===== config.mk =====
export PLATFORM = sky130hd
export DESIGN_NAME = centroid_bbox
export DESIGN_NICKNAME = d
export VERILOG_FILES = /design/src/rtl/centroid_bbox.sv
export SDC_FILE = /design/constraint.sdc
export NUM_CORES = 1
export LEC_CHECK = 0
export ABC_AREA = 1
export BUFFER_PORTS_ARGS = -buffer_cell sky130_fd_sc_hd__buf_2
export CAP_MARGIN = 20
export CORE_ASPECT_RATIO = 0.5
export CORE_MARGIN = 4
export CORE_UTILIZATION = 30
export CTS_BUF_LIST = sky130_fd_sc_hd__clkbuf_4 sky130_fd_sc_hd__clkbuf_8
export DETAILED_ROUTE_END_ITERATION = 16
export PLACE_DENSITY = 0.5
export SKIP_LAST_GASP = 1
export SYNTH_ARGS = -nofsm -noshare
export SYNTH_HDL_FRONTEND = slang
export SYNTH_SLANG_ARGS = --single-unit

===== constraint.sdc =====
create_clock -name clk -period 5 [get_ports clk]
set_input_delay 0.5 -clock clk [delete_from_list [all_inputs] [get_ports clk]]
set_output_delay 0.5 -clock clk [all_outputs]
set_load 0.01 [all_outputs]

===== src/rtl/centroid_bbox.sv =====
// centroid_bbox
//   Collects the area (m00), first moments (m10, m01) and bounding box of a
//   binary mask over one video frame. Pixel coordinates are rebuilt from the
//   de/vsync timing, so any resolution up to 2**COORD_W per axis works. When
//   vsync rises (end of frame) the sums are copied out and the accumulators
//   are cleared. Two serial restoring dividers then run in parallel to form
//   the centroid.
//
// Ports
//   clk        pixel clock
//   rst_n      asynchronous active-low reset
//   de         pixel valid
//   vsync      frame sync, active high; its rising edge ends a frame
//   mask       object pixel, qualified by de
//   x, y       centroid of the last completed frame
//   x_min/x_max, y_min/y_max  bounding box of the last completed frame
//   area       m00 of the last completed frame
//   detected   area >= MIN_AREA
//   res_valid  one-cycle strobe: all result outputs updated this cycle
//   busy       dividers running
//   overrun    sticky: a frame ended while the dividers were still busy
module centroid_bbox #(
   parameter int COORD_W  = 11,
   parameter int AREA_W   = 22,
   parameter int SUM_W    = 33,
   parameter int MIN_AREA = 1,
   parameter int ROUND    = 0
) (
   input  logic               clk,
   input  logic               rst_n,
   input  logic               de,
   input  logic               vsync,
   input  logic               mask,
   output logic [COORD_W-1:0] x,
   output logic [COORD_W-1:0] y,
   output logic [COORD_W-1:0] x_min,
   output logic [COORD_W-1:0] x_max,
   output logic [COORD_W-1:0] y_min,
   output logic [COORD_W-1:0] y_max,
   output logic [AREA_W-1:0]  area,
   output logic               detected,
   output logic               res_valid,
   output logic               busy,
   output logic               overrun
);

   localparam int                 CNT_W    = $clog2(SUM_W + 1);
   localparam logic [CNT_W-1:0]   CNT_LAST = CNT_W'(SUM_W);
   localparam logic [COORD_W-1:0] C_MAX    = '1;

   function automatic logic [COORD_W-1:0] sat_inc(input logic [COORD_W-1:0] v);
      return (v == C_MAX) ? v : v + COORD_W'(1);
   endfunction

   // Adding half the divisor turns the floor division into round-half-up.
   function automatic logic [SUM_W-1:0] rnd_dividend(input logic [SUM_W-1:0]  m,
                                                     input logic [AREA_W-1:0] d);
      if (ROUND != 0) return m + SUM_W'(d >> 1);
      return m;
   endfunction

   // One restoring step: shift the next dividend bit into the remainder and
   // subtract if it fits. The quotient bit enters the dividend shift register
   // from the right, so after SUM_W steps that register holds the quotient.
   function automatic logic [AREA_W+SUM_W-1:0] div_step(input logic [AREA_W-1:0] rem,
                                                        input logic [SUM_W-1:0]  q,
                                                        input logic [AREA_W-1:0] d);
      logic [AREA_W:0] rem_sh;
      rem_sh = {rem, q[SUM_W-1]};
      if (rem_sh >= {1'b0, d})
         return {AREA_W'(rem_sh - {1'b0, d}), q[SUM_W-2:0], 1'b1};
      return {rem_sh[AREA_W-1:0], q[SUM_W-2:0], 1'b0};
   endfunction

   logic               vsync_q, de_q, eof, hit;
   logic [COORD_W-1:0] x_pos, y_pos;
   logic [AREA_W-1:0]  m00_p0;
   logic [SUM_W-1:0]   m10_p0, m01_p0;
   logic [COORD_W-1:0] xmin_p0, xmax_p0, ymin_p0, ymax_p0;

   logic [AREA_W-1:0]  m00_p1, remx_p1, remy_p1;
   logic [SUM_W-1:0]   qx_p1, qy_p1;
   logic [COORD_W-1:0] xmin_p1, xmax_p1, ymin_p1, ymax_p1;
   logic [CNT_W-1:0]   cnt_p1;
   logic               vld_p1, det_p1;
   logic [AREA_W+SUM_W-1:0] stx_p1, sty_p1;

   assign eof    = vsync & ~vsync_q;
   assign hit    = de & mask & ~vsync;
   assign busy   = vld_p1;
   assign det_p1 = int'(m00_p1) >= MIN_AREA;
   assign stx_p1 = div_step(remx_p1, qx_p1, m00_p1);
   assign sty_p1 = div_step(remy_p1, qy_p1, m00_p1);

   // ---- p0: pixel position tracking and moment/bbox accumulation ----
   always_ff @(posedge clk or negedge rst_n) begin
      if (!rst_n) begin
         vsync_q <= 1'b0;
         de_q    <= 1'b0;
         x_pos   <= '0;
         y_pos   <= '0;
         m00_p0  <= '0;
         m10_p0  <= '0;
         m01_p0  <= '0;
         xmin_p0 <= '1;
         xmax_p0 <= '0;
         ymin_p0 <= '1;
         ymax_p0 <= '0;
      end else begin
         vsync_q <= vsync;
         de_q    <= de & ~vsync;   // de is ignored during vsync, so no line ends there
         if (vsync) begin
            x_pos <= '0;
            y_pos <= '0;
         end else if (de) begin
            x_pos <= sat_inc(x_pos);
         end else if (de_q) begin
            x_pos <= '0;
            y_pos <= sat_inc(y_pos);
         end
         if (eof) begin
            m00_p0  <= '0;
            m10_p0  <= '0;
            m01_p0  <= '0;
            xmin_p0 <= '1;
            xmax_p0 <= '0;
            ymin_p0 <= '1;
            ymax_p0 <= '0;
         end else if (hit) begin
            m00_p0 <= m00_p0 + AREA_W'(1);
            m10_p0 <= m10_p0 + SUM_W'(x_pos);
            m01_p0 <= m01_p0 + SUM_W'(y_pos);
            if (x_pos < xmin_p0) xmin_p0 <= x_pos;
            if (x_pos > xmax_p0) xmax_p0 <= x_pos;
            if (y_pos < ymin_p0) ymin_p0 <= y_pos;
            if (y_pos > ymax_p0) ymax_p0 <= y_pos;
         end
      end
   end

   // ---- p1: end-of-frame snapshot and serial division ----
   always_ff @(posedge clk) begin
      if (eof) begin
         m00_p1  <= m00_p0;
         xmin_p1 <= xmin_p0;
         xmax_p1 <= xmax_p0;
         ymin_p1 <= ymin_p0;
         ymax_p1 <= ymax_p0;
         qx_p1   <= rnd_dividend(m10_p0, m00_p0);
         qy_p1   <= rnd_dividend(m01_p0, m00_p0);
         remx_p1 <= '0;
         remy_p1 <= '0;
      end else if (vld_p1 && cnt_p1 != CNT_LAST) begin
         {remx_p1, qx_p1} <= stx_p1;
         {remy_p1, qy_p1} <= sty_p1;
      end
   end

   // ---- p2: division sequencing and registered results ----
   always_ff @(posedge clk or negedge rst_n) begin
      if (!rst_n) begin
         vld_p1    <= 1'b0;
         cnt_p1    <= '0;
         res_valid <= 1'b0;
         overrun   <= 1'b0;
         x         <= '0;
         y         <= '0;
         x_min     <= '0;
         x_max     <= '0;
         y_min     <= '0;
         y_max     <= '0;
         area      <= '0;
         detected  <= 1'b0;
      end else begin
         res_valid <= 1'b0;
         if (eof) begin
            // A new frame always wins; an unfinished division is discarded.
            if (vld_p1) overrun <= 1'b1;
            vld_p1 <= 1'b1;
            cnt_p1 <= '0;
         end else if (vld_p1) begin
            if (cnt_p1 == CNT_LAST) begin
               vld_p1    <= 1'b0;
               res_valid <= 1'b1;
               area      <= m00_p1;
               detected  <= det_p1;
               x         <= det_p1 ? qx_p1[COORD_W-1:0] : '0;
               y         <= det_p1 ? qy_p1[COORD_W-1:0] : '0;
               x_min     <= det_p1 ? xmin_p1 : '0;
               x_max     <= det_p1 ? xmax_p1 : '0;
               y_min     <= det_p1 ? ymin_p1 : '0;
               y_max     <= det_p1 ? ymax_p1 : '0;
            end else begin
               cnt_p1 <= cnt_p1 + CNT_W'(1);
            end
         end
      end
   end

endmodule

==> summary.txt, run 1 <==
Power and ir drop
  • Net Sw Frac: 0.367
  • Peak VDD IR: between 0.00015 and 0.0002 V
  • Sequential power share: 0.388
  • P_sw: between 4 and 5 mW
  • Pwr Density: between 400 and 500 nW/um^2
  • Clock power frac: 0.297
  • Combinational power share: 0.316
  • Pint: 7.04 mW
  • LEAKAGE: between 10 and 15 nW

Run
  • Max Cap Viol: 0

Run status
  • Status: completed

Synth
  • Number of synthesized flops with an enable pin: about 130
  • Synth Area in XOR/XNOR: 0.0107
  • Simple-Gate Fraction of Synth Area: 0.269
  • Syn nets: 3137
  • Largest family of logic cells by synthesized area: simple AND/OR/NAND/NOR gates
  • Mux share of post-synthesis cell area: 0
  • Synth top area cells: dfrtp_1, edfxtp_1, nand2_1
  • Top-count cell post-synth: nand2_1
  • Register bit count reported by yosys: 430
  • Post-Synth Adder-Cell Area: 0.0631
  • Synth top cells by count: nand2_1, inv_1, nand3_1
  • Sequential area share after synthesis: 0.474
  • Async S/R FF share, synth: 0.591
  • Most used DFF post-synth: dfrtp_1
  • Syn Area/Cell: between 7 and 8 sq um
  • Synth Area in Compound Gates: 0.0930
  • Total number of yosys warnings: 0
  • Top cell type's share of synthesized area: 0.245
  • Yosys cell types: 52
  • Post-Synthesis Cell Area: around 24000 sq um
  • Post-Syn Instances: about 3000
  • Leading area contributor after synthesis: dfrtp_1

Routing
  • DR WL/cell: between 15 and 20 um
  • Post-Route WL: roughly 65000 um
  • Iter 0 DRT Violations: ~1400
  • DR pass1 iterations: 5
  • Vias: roughly 20000
  • DRT antenna net count: 0
  • Final routed DRC violation total: 0
  • DR vias/cell: ~4.7

Finish
  • Final non-filler cell total: 4208
  • Layout cells sized above 1: 0.0930
  • Fillers: about 8300
  • Net count, final: 3234
  • Syn-to-layout area delta: 12.7%

Clock tree
  • Setup bufs post-CTS: 0
  • Root buffer cell: clkbuf_8
  • Clk buf depth: 3
  • H-Tree Depth: 3
  • Clock Latency Late Sink: around 0.68 ns
  • Reg clk slew, reported paths: about 0.070 ns
  • CTS Sinks: between 400 and 500
  • TritonCTS clock tree: built
  • Clock buffer count from CTS: between 70 and 80

Min path
  • Hold Path Class: primary input to flip-flop
  • Hold Crit Depth: 1
  • Hold Path Sink: vsync_q$_DFF_PN0_
  • Hold path start: vsync

Placement
  • Post-DP HPWL: about 45000 um
  • Port Buffers: between 90 and 100
  • Placed Cells: 4073
  • RePlAce Congestion: about 0.9

Critical path
  • Reg2Reg Depth: 8
  • Register-to-Register Setup Slack: 1.79 ns
  • Worst R2R Start: cnt_p1[1]$_DFFE_PN0P_
  • WP data required: 5.40 ns
  • Setup crit start kind: flip-flop
  • Endpoint type of the worst setup path: flip-flop
  • Slowest stage delay, CP: 0.78 ns
  • Most frequent CP cell: inv_1
  • Worst R2R End: qx_p1[21]$_DFFE_PP_
  • Cell Chain, Critical Path: inv_1 > ha_1 > nand3_1 > nand2_1 > inv_1 > nor2_4 > clkinv_2 > buf_4
  • Buf+Inv Stages, Crit Path: 4
  • Setup CP Type: flip-flop to flip-flop
  • Top Family by Delay on Critical Path: buffers and inverters
  • Slowest-stage cell, CP: clkinv_2
  • Arr. time, crit path: ~3.6 ns
  • Critical path peak fanout: 32

Floorplan
  • Chip width: roughly 400 um
  • IO Count: between 90 and 100
  • Starting Density: 0.305
  • Die Area: ~84000 sq um
  • Cell Rows: 72
  • Core ar.: about 80000 sq um
  • Die Ht: ~210 um

Global routing
  • First-pass GRT wire length: 105000 um
  • Vias in the first global route: between 15000 and 20000
  • Met2 GRT Util: 0.266
  • Most Crowded Layer GR: met2
  • Antenna violations before repair: 1
  • Pin count of the biggest net entering global routing: 145
  • GR Layer Usage met3: 0.0256
  • Total gr overflow: 0
  • Met1 Usage GRT: 0.205
  • Total GRT Usage: 0.156

STA
  • Final slew viol count: 0
  • Tmin final: 3.21 ns
  • Fmax: a little over 300 MHz
  • Final-report setup violation count: 0
  • Fin. Hold Viols: 0
  • Worst Hold Slack: between 0.1 and 0.15 ns
  • Worst-Margin Slew: around 1.1 ns
  • Slew HR: 0.282
  • Final setup TNS: 0 ns
  • Fin crit share: 0.641
  • Final clock skew: approximately 0.057 ns
  • RSZ-0062 raised after global routing: no
[cell type report]
cell class                      instances  area [sq um]  share of cell area
Timing Repair Buffer                  113           658              0.0247
Tap cell                             1036          1300              0.0486
Clock buffer                          101          1270              0.0476
Inverter                              445          1680              0.0629
Sequential cell                       430         11200               0.421
Antenna cell                            1          2.50           0.0000937
Multi-Input combinational cell       2050         10300               0.387
Clock inverter                         32           220             0.00825
[flip-flops by register name, summed over array words and instances (netlist names), 22 cells and up]
signal / count
m01_p0: 33
m10_p0: 33
qx_p1: 33
qy_p1: 33
area: 22
m00_p0: 22
m00_p1: 22
remx_p1: 22
remy_p1: 22
[metal layers]
metal  routed length, um  part of all wire
met3                2490             0.038
met5                   0                 0
met1               30500              0.47
met4                1630             0.025
met2               30400              0.47
[worst reg2reg max path, stage by stage (launching register included)]
cell	delay (ns)
dfrtp_1	0.38
inv_1	0.10
ha_1	0.16
nand3_1	0.12
nand2_1	0.21
inv_1	0.10
nor2_4	0.61
clkinv_2	0.78
buf_4	0.50
[repair_timing]
action / 4_1_cts / 5_1_grt
hold buffers: 1 / 0
endpoints found under the hold margin: 84 / 0
resized for setup: 0 / 0
[layout by cell type (no fill, tap or decap), types with 5 or more instances in the layout]
master    count
clkbuf_8     82
xor2_1       12
clkbuf_4     19
inv_2         5
nor3_1       50
or2_2         8
o22ai_1      13
ha_1        113
o31ai_1       5
nor2_4        5
xnor2_1      17
dfxtp_1      44
nand3b_1     23
clkinv_1     15
o21bai_1      6
o21ai_0     235
dfstp_2      22
and2_1        5
nand4_1      38
nand3_1     250
clkinv_2     12
nor3b_1       5
inv_1       435
dfrtp_1     232
a21oi_1     109
nand2_1     893
nor2_1      180
edfxtp_1    132
o21ai_1      17
buf_4        13
nor4_1       16
buf_2        95
[metrics by stage]
stage / cell area [sq um] / setup slack (ns) / power, mW / utilization
after floorplan: 23700 / 1.52 / 6.99 / -
after global placement: 25200 / 1.58 / 7.85 / 0.324
after detailed placement: 25200 / 1.51 / 7.87 / 0.324
after CTS: 26700 / 1.70 / 11.3 / 0.343
after global routing: 26700 / 1.50 / 12.0 / 0.343
final: 26700 / 1.79 / 11.1 / 0.343
[power by group through the flow]
stage	combinational, mW	sequential, mW	clock [mW]
finish	3.51	4.31	3.30
CTS	3.52	4.31	3.43
floorplan	2.70	4.29	0
detailed placement	3.50	4.38	0
global placement	3.48	4.37	0
global route	4.06	4.36	3.58
[cells by family after synthesis]
group                    after synthesis
AND/OR/NAND/NOR                     1490
buffers and inverters                535
flip-flops                           430
AO/OA/AOI/OAI                        414
adder cells (fa/ha/maj)              117
XOR/XNOR                              29
[worst max-delay path by stage]
stage | startpoint | to | slack, ns | cells after the start
floorplan | cnt_p1[0]$_DFFE_PN0P_ | qx_p1[0]$_DFFE_PP_ | 1.52 | 7
global placement | vsync | qx_p1[21]$_DFFE_PP_ | 1.58 | 6
detailed placement | vsync | qx_p1[20]$_DFFE_PP_ | 1.51 | 6
CTS | cnt_p1[1]$_DFFE_PN0P_ | remy_p1[4]$_SDFFE_PP0P_ | 1.70 | 9
global route | cnt_p1[1]$_DFFE_PN0P_ | remy_p1[3]$_SDFFE_PP0P_ | 1.50 | 9
finish | cnt_p1[1]$_DFFE_PN0P_ | qx_p1[21]$_DFFE_PP_ | 1.79 | 8
Power figures use the tool's default switching activity.
==> run 2: changes to the inputs <==
--- a/config.mk
+++ b/config.mk
@@ -5,7 +5,7 @@
 export SDC_FILE = /design/constraint.sdc
 export NUM_CORES = 1
 export LEC_CHECK = 0
-export ABC_AREA = 1
+export ABC_AREA = 0
 export BUFFER_PORTS_ARGS = -buffer_cell sky130_fd_sc_hd__buf_2
 export CAP_MARGIN = 20
 export CORE_ASPECT_RATIO = 0.5
@@ -13,7 +13,7 @@
 export CORE_UTILIZATION = 30
 export CTS_BUF_LIST = sky130_fd_sc_hd__clkbuf_4 sky130_fd_sc_hd__clkbuf_8
 export DETAILED_ROUTE_END_ITERATION = 16
-export PLACE_DENSITY = 0.5
+export PLACE_DENSITY = 0.51
 export SKIP_LAST_GASP = 1
 export SYNTH_ARGS = -nofsm -noshare
 export SYNTH_HDL_FRONTEND = slang
==> constraint.sdc (replaced) <==
create_clock -name clk -period 2.8 [get_ports clk]
set_input_delay 0.28 -clock clk [delete_from_list [all_inputs] [get_ports clk]]
set_output_delay 0.28 -clock clk [all_outputs]
set_load 0.01 [all_outputs]
==> run 2 against run 1 <==
Effect of this change: the flow now finishes with violations (setup timing); non-clock buffer count increased by 193; synthesized cell count decreased by 31%; cell area decreased by 1.9%; worst hold slack improved by 0.12 ns; clock skew decreased by 0.033 ns; wire length decreased by 18%; sequential share of layout area increased by 0.80 points; combinational power increased by 83%; total power increased by 80%; cell count decreased by 20%; global-route usage decreased by 1.6 points; synthesized area decreased by 10%; critical path type unchanged; highest routed layer unchanged.
==> summary.txt, run 2 <==
Critical path
  • Critical path peak fanout: 13
  • WP data required: between 3 and 4 ns
  • Worst R2R End: remx_p1[14]$_SDFFE_PP0P_
  • Setup CP Type: flip-flop to flip-flop
  • Reg2Reg Depth: 13
  • Register-to-Register Setup Slack: -0.16 ns
  • Arr. time, crit path: approximately 3.5 ns
  • Endpoint type of the worst setup path: flip-flop
  • Worst R2R Start: m00_p1[1]$_DFFE_PP_
  • Setup crit start kind: flip-flop

Floorplan
  • IO Count: 97
  • Die Area: ~75000 sq um
  • Starting Density: 0.305
  • Core ar.: around 70000 sq um
  • Cell Rows: 68
  • Die Ht: about 200 um
  • Chip width: roughly 380 um

Synth
  • Leading area contributor after synthesis: dfrtp_1
  • Register bit count reported by yosys: 430
  • Synth top cells by count: nand2_1, dfrtp_1, nor2_1
  • Async S/R FF share, synth: 0.591
  • Synth Area in XOR/XNOR: 0.0491
  • Synth top area cells: dfrtp_1, edfxtp_1, ha_1
  • Mux share of post-synthesis cell area: 0.0170
  • Simple-Gate Fraction of Synth Area: 0.151
  • Top cell type's share of synthesized area: 0.274
  • Most used DFF post-synth: dfrtp_1
  • Largest family of logic cells by synthesized area: simple AND/OR/NAND/NOR gates
  • Post-Synth Adder-Cell Area: 0.0704
  • Syn nets: 2194
  • Total number of yosys warnings: 0
  • Synth Area in Compound Gates: 0.144
  • Top-count cell post-synth: nand2_1
  • Post-Syn Instances: around 2100
  • Number of synthesized flops with an enable pin: about 130
  • Syn Area/Cell: a little over 10 sq um
  • Sequential area share after synthesis: 0.529
  • Yosys cell types: ~80
  • Post-Synthesis Cell Area: 21200 sq um

Clock tree
  • Clock buffer count from CTS: between 70 and 80
  • TritonCTS clock tree: built
  • Reg clk slew, reported paths: about 0.060 ns
  • H-Tree Depth: 3
  • Clk buf depth: 3
  • Root buffer cell: clkbuf_8
  • Clock Latency Late Sink: around 0.65 ns
  • CTS Sinks: 430

STA
  • Final slew viol count: 0
  • Fin crit share: 1.06
  • RSZ-0062 raised after global routing: yes
  • Fin. Hold Viols: 0
  • Fmax: 338 MHz
  • Final clock skew: approximately 0.024 ns
  • Worst-Margin Slew: slightly above 0.7 ns
  • Tmin final: approximately 3 ns
  • Fin worst setup slack: -0.156 ns
  • Slew HR: 0.520
  • Final-report setup violation count: slightly above 40

Placement
  • Dpl ws: -0.231 ns
  • Post-DP HPWL: 35900 um
  • Port Buffers: 96
  • RePlAce Congestion: a little over 0.8

Power and ir drop
  • Pwr Density: around 770 nW/um^2
  • LEAKAGE: 12.2 nW
  • Peak VDD IR: 0.000404 V
  • Design Power: ~20 mW

Finish
  • Syn-to-layout area delta: 23.5%
  • Most frequent cells in the layout: nand2_1, dfrtp_1, buf_4
  • # diodes: 0
  • Net count, final: 2474
  • Most common cell after layout, fill and taps aside: nand2_1
  • Layout cells sized above 1: 0.231

Global routing
  • Total GRT Usage: 0.140
  • Vias in the first global route: ~16000
  • Total gr overflow: 0
  • Antenna violations before repair: 1
  • First-pass GRT wire length: around 86000 um
  • Pin count of the biggest net entering global routing: 85

Run
  • Max Cap Viol: 0

Routing
  • DR pass1 iterations: 5
  • Iter 0 DRT Violations: ~920
  • Vias: ~16000
  • DR WL/cell: between 15 and 20 um
  • DR vias/cell: 4.72
  • Final routed DRC violation total: 0
  • DRT antenna net count: 0
  • Post-Route WL: about 53000 um

Run status
  • Status: complete, but fails checks
  • Failing checks: setup timing

Min path
  • Hold Path Class: primary input to asynchronous set/reset pin
==> run 2: cell count changes after synthesis, sizes merged, moves of 43 or more <==
cell and change:
nand2 -575, xor2 +43, inv -347, nand3 -168, xnor2 +47, o21ai -116, a22o +77
==> run 2: logic make-up after synthesis <==
group | Yosys count
adder cells (fa/ha/maj) | 117
multiplexers | 36
XOR/XNOR | 119
AND/OR/NAND/NOR | 718
flip-flops | 430
AO/OA/AOI/OAI | 455
buffers and inverters | 197
==> run 2: routing by layer <==
metal	GRT usage	wire length, um	share of wire	vias to the layer above
li1	-	-	-	7905
met1	0.192	25200	0.48	7664
met2	0.228	25000	0.47	196
met3	0.0252	1720	0.032	86
met4	0.0402	1080	0.020	0
met5	0	0	0	-
==> run 2: layout make-up <==
class,instances,area [sq um]
fill,6936,43300
sequential,430,11200
multi-input combinational,1445,9590
timing repair buffer,306,2310
clock buffer,117,1410
tap,945,1180
inverter,98,377
clock inverter,15,100
==> run 2: power by group <==
group | total [mW] | switching, mW | leakage, nW | internal [mW]
combinational | 6.41 | 3.19 | 6.18 | 3.22
clock | 5.85 | 2.65 | 0.804 | 3.20
sequential | 7.79 | 0.547 | 5.23 | 7.24
total | 20.1 | 6.38 | 12.2 | 13.7
==> run 2: worst max path at each step <==
stage | start | end | slack [ns] | cells past startpoint
2_1_floorplan | y_pos[0]$_DFFE_PN0P_ | m01_p0[32]$_DFFE_PN0P_ | -0.05 | 14
3_3_place_gp | qx_p1[32]$_DFFE_PP_ | remx_p1[20]$_SDFFE_PP0P_ | -0.19 | 14
5_1_grt | m00_p1[1]$_DFFE_PP_ | remy_p1[11]$_SDFFE_PP0P_ | -0.33 | 15
4_1_cts | m00_p1[1]$_DFFE_PP_ | remy_p1[1]$_SDFFE_PP0P_ | -0.19 | 13
6_report | m00_p1[1]$_DFFE_PP_ | remx_p1[14]$_SDFFE_PP0P_ | -0.16 | 13
3_5_place_dp | m00_p1[1]$_DFFE_PP_ | remx_p1[14]$_SDFFE_PP0P_ | -0.23 | 13
==> run 2: stage by stage <==
stage          utilization  instance area (sq um)  hold slack (ns)  cells  TNS, ns
3_5_place_dp         0.345                  24000            0.364   3194    -6.78
6_report             0.377                  26200            0.238   3356    -2.80
2_1_floorplan            -                  21300          -0.0156   2072    -1.02
3_3_place_gp         0.345                  24000            0.358   3194    -3.76
4_1_cts              0.370                  25700            0.210   3335    -4.94
5_1_grt              0.377                  26200            0.277   3356   -10.88
==> run 2: repair_timing <==
item                                    4_1_cts  5_1_grt
gates cloned                                  0        2
pin swaps                                    12       31
setup buffers                                 5       19
hold buffers                                  4        0
gates resized for setup                      35       86
endpoints found under the setup margin       60      116
hold endpoints to repair                     71        0
==> run 2: critical path: stages (launching register included) <==
cell,delay (ns)
edfxtp_1,0.40
inv_2,0.12
ha_4,0.21
nor2b_4,0.12
o31a_1,0.26
or3_1,0.33
a21oi_2,0.19
o31a_2,0.20
nand3_2,0.07
a311o_2,0.42
buf_12,0.19
nor3_2,0.16
a21oi_1,0.06
o32ai_1,0.13
==> run 3: changes to the inputs <==
--- a/config.mk
+++ b/config.mk
@@ -8,7 +8,7 @@
 export ABC_AREA = 0
 export BUFFER_PORTS_ARGS = -buffer_cell sky130_fd_sc_hd__buf_2
 export CAP_MARGIN = 20
-export CORE_ASPECT_RATIO = 0.5
+export CORE_ASPECT_RATIO = 1.4
 export CORE_MARGIN = 4
 export CORE_UTILIZATION = 30
 export CTS_BUF_LIST = sky130_fd_sc_hd__clkbuf_4 sky130_fd_sc_hd__clkbuf_8
==> run 3 against run 2 <==
Effect of this change: the run still ends with setup timing left; worst hold slack improved by 0.0071 ns; critical path depth did not move; total power rose by 0.89%; first-iteration DRC count fell by 20%; worst setup slack got worse by 0.010 ns; core utilization fell by 0.41 points; maximum frequency fell by 0.34%; sequential power barely moved; sequential share of layout area barely moved; die area fell by 0.26%; cell count fell by 0.36%; global-route usage rose by 0.53 points.
==> summary.txt, run 3 (synthesis gave the netlist of run 2 again) <==
Run status
  • Status: complete, but fails checks
  • Failing checks: setup timing

Critical path
  • Top Family by Delay on Critical Path: compound AO/OA/AOI/OAI gates
  • Worst R2R End: remx_p1[9]$_SDFFE_PP0P_
  • Slowest stage delay, CP: 0.41 ns
  • Setup crit start kind: flip-flop
  • WP data required: between 3 and 4 ns
  • Register-to-Register Setup Slack: -0.17 ns
  • Reg2Reg Depth: 13
  • Slowest-stage cell, CP: edfxtp_1
  • Worst R2R Start: m00_p1[1]$_DFFE_PP_
  • Critical path peak fanout: 4
  • Cell Chain, Critical Path: inv_2 > ha_4 > nor2b_4 > o31a_1 > or3_1 > a21oi_2 > o31a_2 > nand3_2 > a311o_2 > buf_12 > buf_16 > mux2i_1 > a211oi_1
  • Setup CP Type: flip-flop to flip-flop
  • Endpoint type of the worst setup path: flip-flop
  • Worst setup path startpoint: m00_p1[1]$_DFFE_PP_
  • Arr. time, crit path: about 3.5 ns
  • Buf+Inv Stages, Crit Path: 3

Clock tree
  • Clock buffer count from CTS: 73
  • Clk buf depth: 3
  • Reg clk slew, reported paths: around 0.06 ns
  • H-Tree Depth: 3
  • Root buffer cell: clkbuf_8
  • Clock Latency Late Sink: between 0.6 and 0.7 ns
  • TritonCTS clock tree: built
  • CTS Sinks: 430

Finish
  • Most frequent cells in the layout: nand2_1, dfrtp_1, buf_4
  • Core Util, Final: 0.373
  • Net count, final: 2468
  • Area of the multi-input gates: about 9600 sq um
  • Layout Cell Area excl Fill: around 26000 sq um
  • Syn-to-layout area delta: 23.4%
  • Reg area: 11200 sq um
  • Most common cell after layout, fill and taps aside: nand2_1
  • Fillers: around 7000
  • Layout cells sized above 1: 0.229

Run
  • Max Cap Viol: 0

Floorplan
  • Core ar.: about 70000 sq um
  • Cell Rows: about 120
  • Starting Density: 0.302
  • Chip width: about 230 um
  • Die Ht: between 300 and 400 um
  • Die Area: ~75000 sq um
  • IO Count: a little under 100

STA
  • Worst-Margin Slew: 0.745 ns
  • Fin. Hold Viols: 0
  • Final clock skew: between 0.03 and 0.04 ns
  • Slew HR: 0.504
  • Fin crit share: 1.06
  • RSZ-0062 raised after global routing: yes
  • Fin worst setup slack: -0.166 ns
  • Final-report setup violation count: 40
  • Final slew viol count: 0
  • Tmin final: 2.97 ns
  • Fmax: around 340 MHz

Routing
  • DRT antenna net count: 0
  • DR pass1 iterations: 5
  • Iter 0 DRT Violations: 736
  • DR vias/cell: 4.83
  • Vias: ~16000
  • DR WL/cell: approximately 16 um
  • Final routed DRC violation total: 0
  • Post-Route WL: 54900 um

Min path
  • Hold Path Class: primary input to asynchronous set/reset pin

Power and ir drop
  • Design Power: 20.2 mW
  • LEAKAGE: approximately 12 nW
  • Pwr Density: between 700 and 800 nW/um^2
  • Peak VDD IR: approximately 0.00036 V

Placement
  • Port Buffers: between 90 and 100
  • Dpl ws: -0.252 ns
  • Post-DP HPWL: between 30000 and 40000 um
  • DP Area: 23800 sq um
  • RePlAce Congestion: 0.853

Global routing
  • First-pass GRT wire length: between 80000 and 90000 um
  • Total gr overflow: 0
  • Most Crowded Layer GR: met2
  • Met2 GRT Util: 0.251
  • Vias in the first global route: 16536
  • Antenna violations before repair: 1
  • Total GRT Usage: 0.146
  • Pin count of the biggest net entering global routing: 92
  • Met1 Usage GRT: 0.179
  • GR Layer Usage met3: 0.0251
## run 3: area by class of cell
type                       count  area share
tap                          936      0.0447
inverter                      98      0.0144
timing repair buffer         298      0.0874
antenna                        1   0.0000956
sequential                   430       0.429
multi-input combinational   1445       0.367
clock buffer                 107      0.0503
clock inverter                29     0.00741
## run 3: through the flow
step / std cells / setup TNS, ns / hold slack (ns)
3_5_place_dp: 3162 / -5.71 / 0.377
6_report: 3344 / -3.04 / 0.245
4_1_cts: 3322 / -2.44 / 0.224
2_1_floorplan: 2072 / -1.02 / -0.0156
5_1_grt: 3344 / -10.21 / 0.268
3_3_place_gp: 3162 / -2.71 / 0.369
## run 3: per-layer routing
metal  routed length [um]  vias to the layer above
li1                     -                     7885
met1                23800                     7873
met2                27100                      274
met3                 1910                      112
met4                 2010                        0
met5                    0                        -
## run 3: what timing repair did
item / CTS / global route
endpoints found under the hold margin: 73 / 0
cloned: 3 / 4
setup endpoints to repair: 75 / 110
setup buffers: 17 / 18
hold buffers: 4 / 0
pin swaps: 14 / 46
resized for setup: 56 / 74
## run 3: worst max-delay path by stage
| stage | to | slack (ns) | cells past startpoint |
|---|---|---|---|
| floorplan | m01_p0[32]$_DFFE_PN0P_ | -0.05 | 14 |
| global placement | remx_p1[20]$_SDFFE_PP0P_ | -0.24 | 14 |
| detailed placement | remx_p1[16]$_SDFFE_PP0P_ | -0.25 | 13 |
| CTS | remx_p1[9]$_SDFFE_PP0P_ | -0.12 | 13 |
| global route | remx_p1[9]$_SDFFE_PP0P_ | -0.32 | 13 |
| finish | remx_p1[9]$_SDFFE_PP0P_ | -0.17 | 13 |
## run 3: report_power, final
group / leakage, nW / total, mW / switching (mW) / internal [mW]
Clock: 0.806 / 5.82 / 2.66 / 3.15
Combinational: 6.17 / 6.60 / 3.26 / 3.34
Sequential: 5.23 / 7.81 / 0.568 / 7.24
Total: 12.2 / 20.2 / 6.49 / 13.7
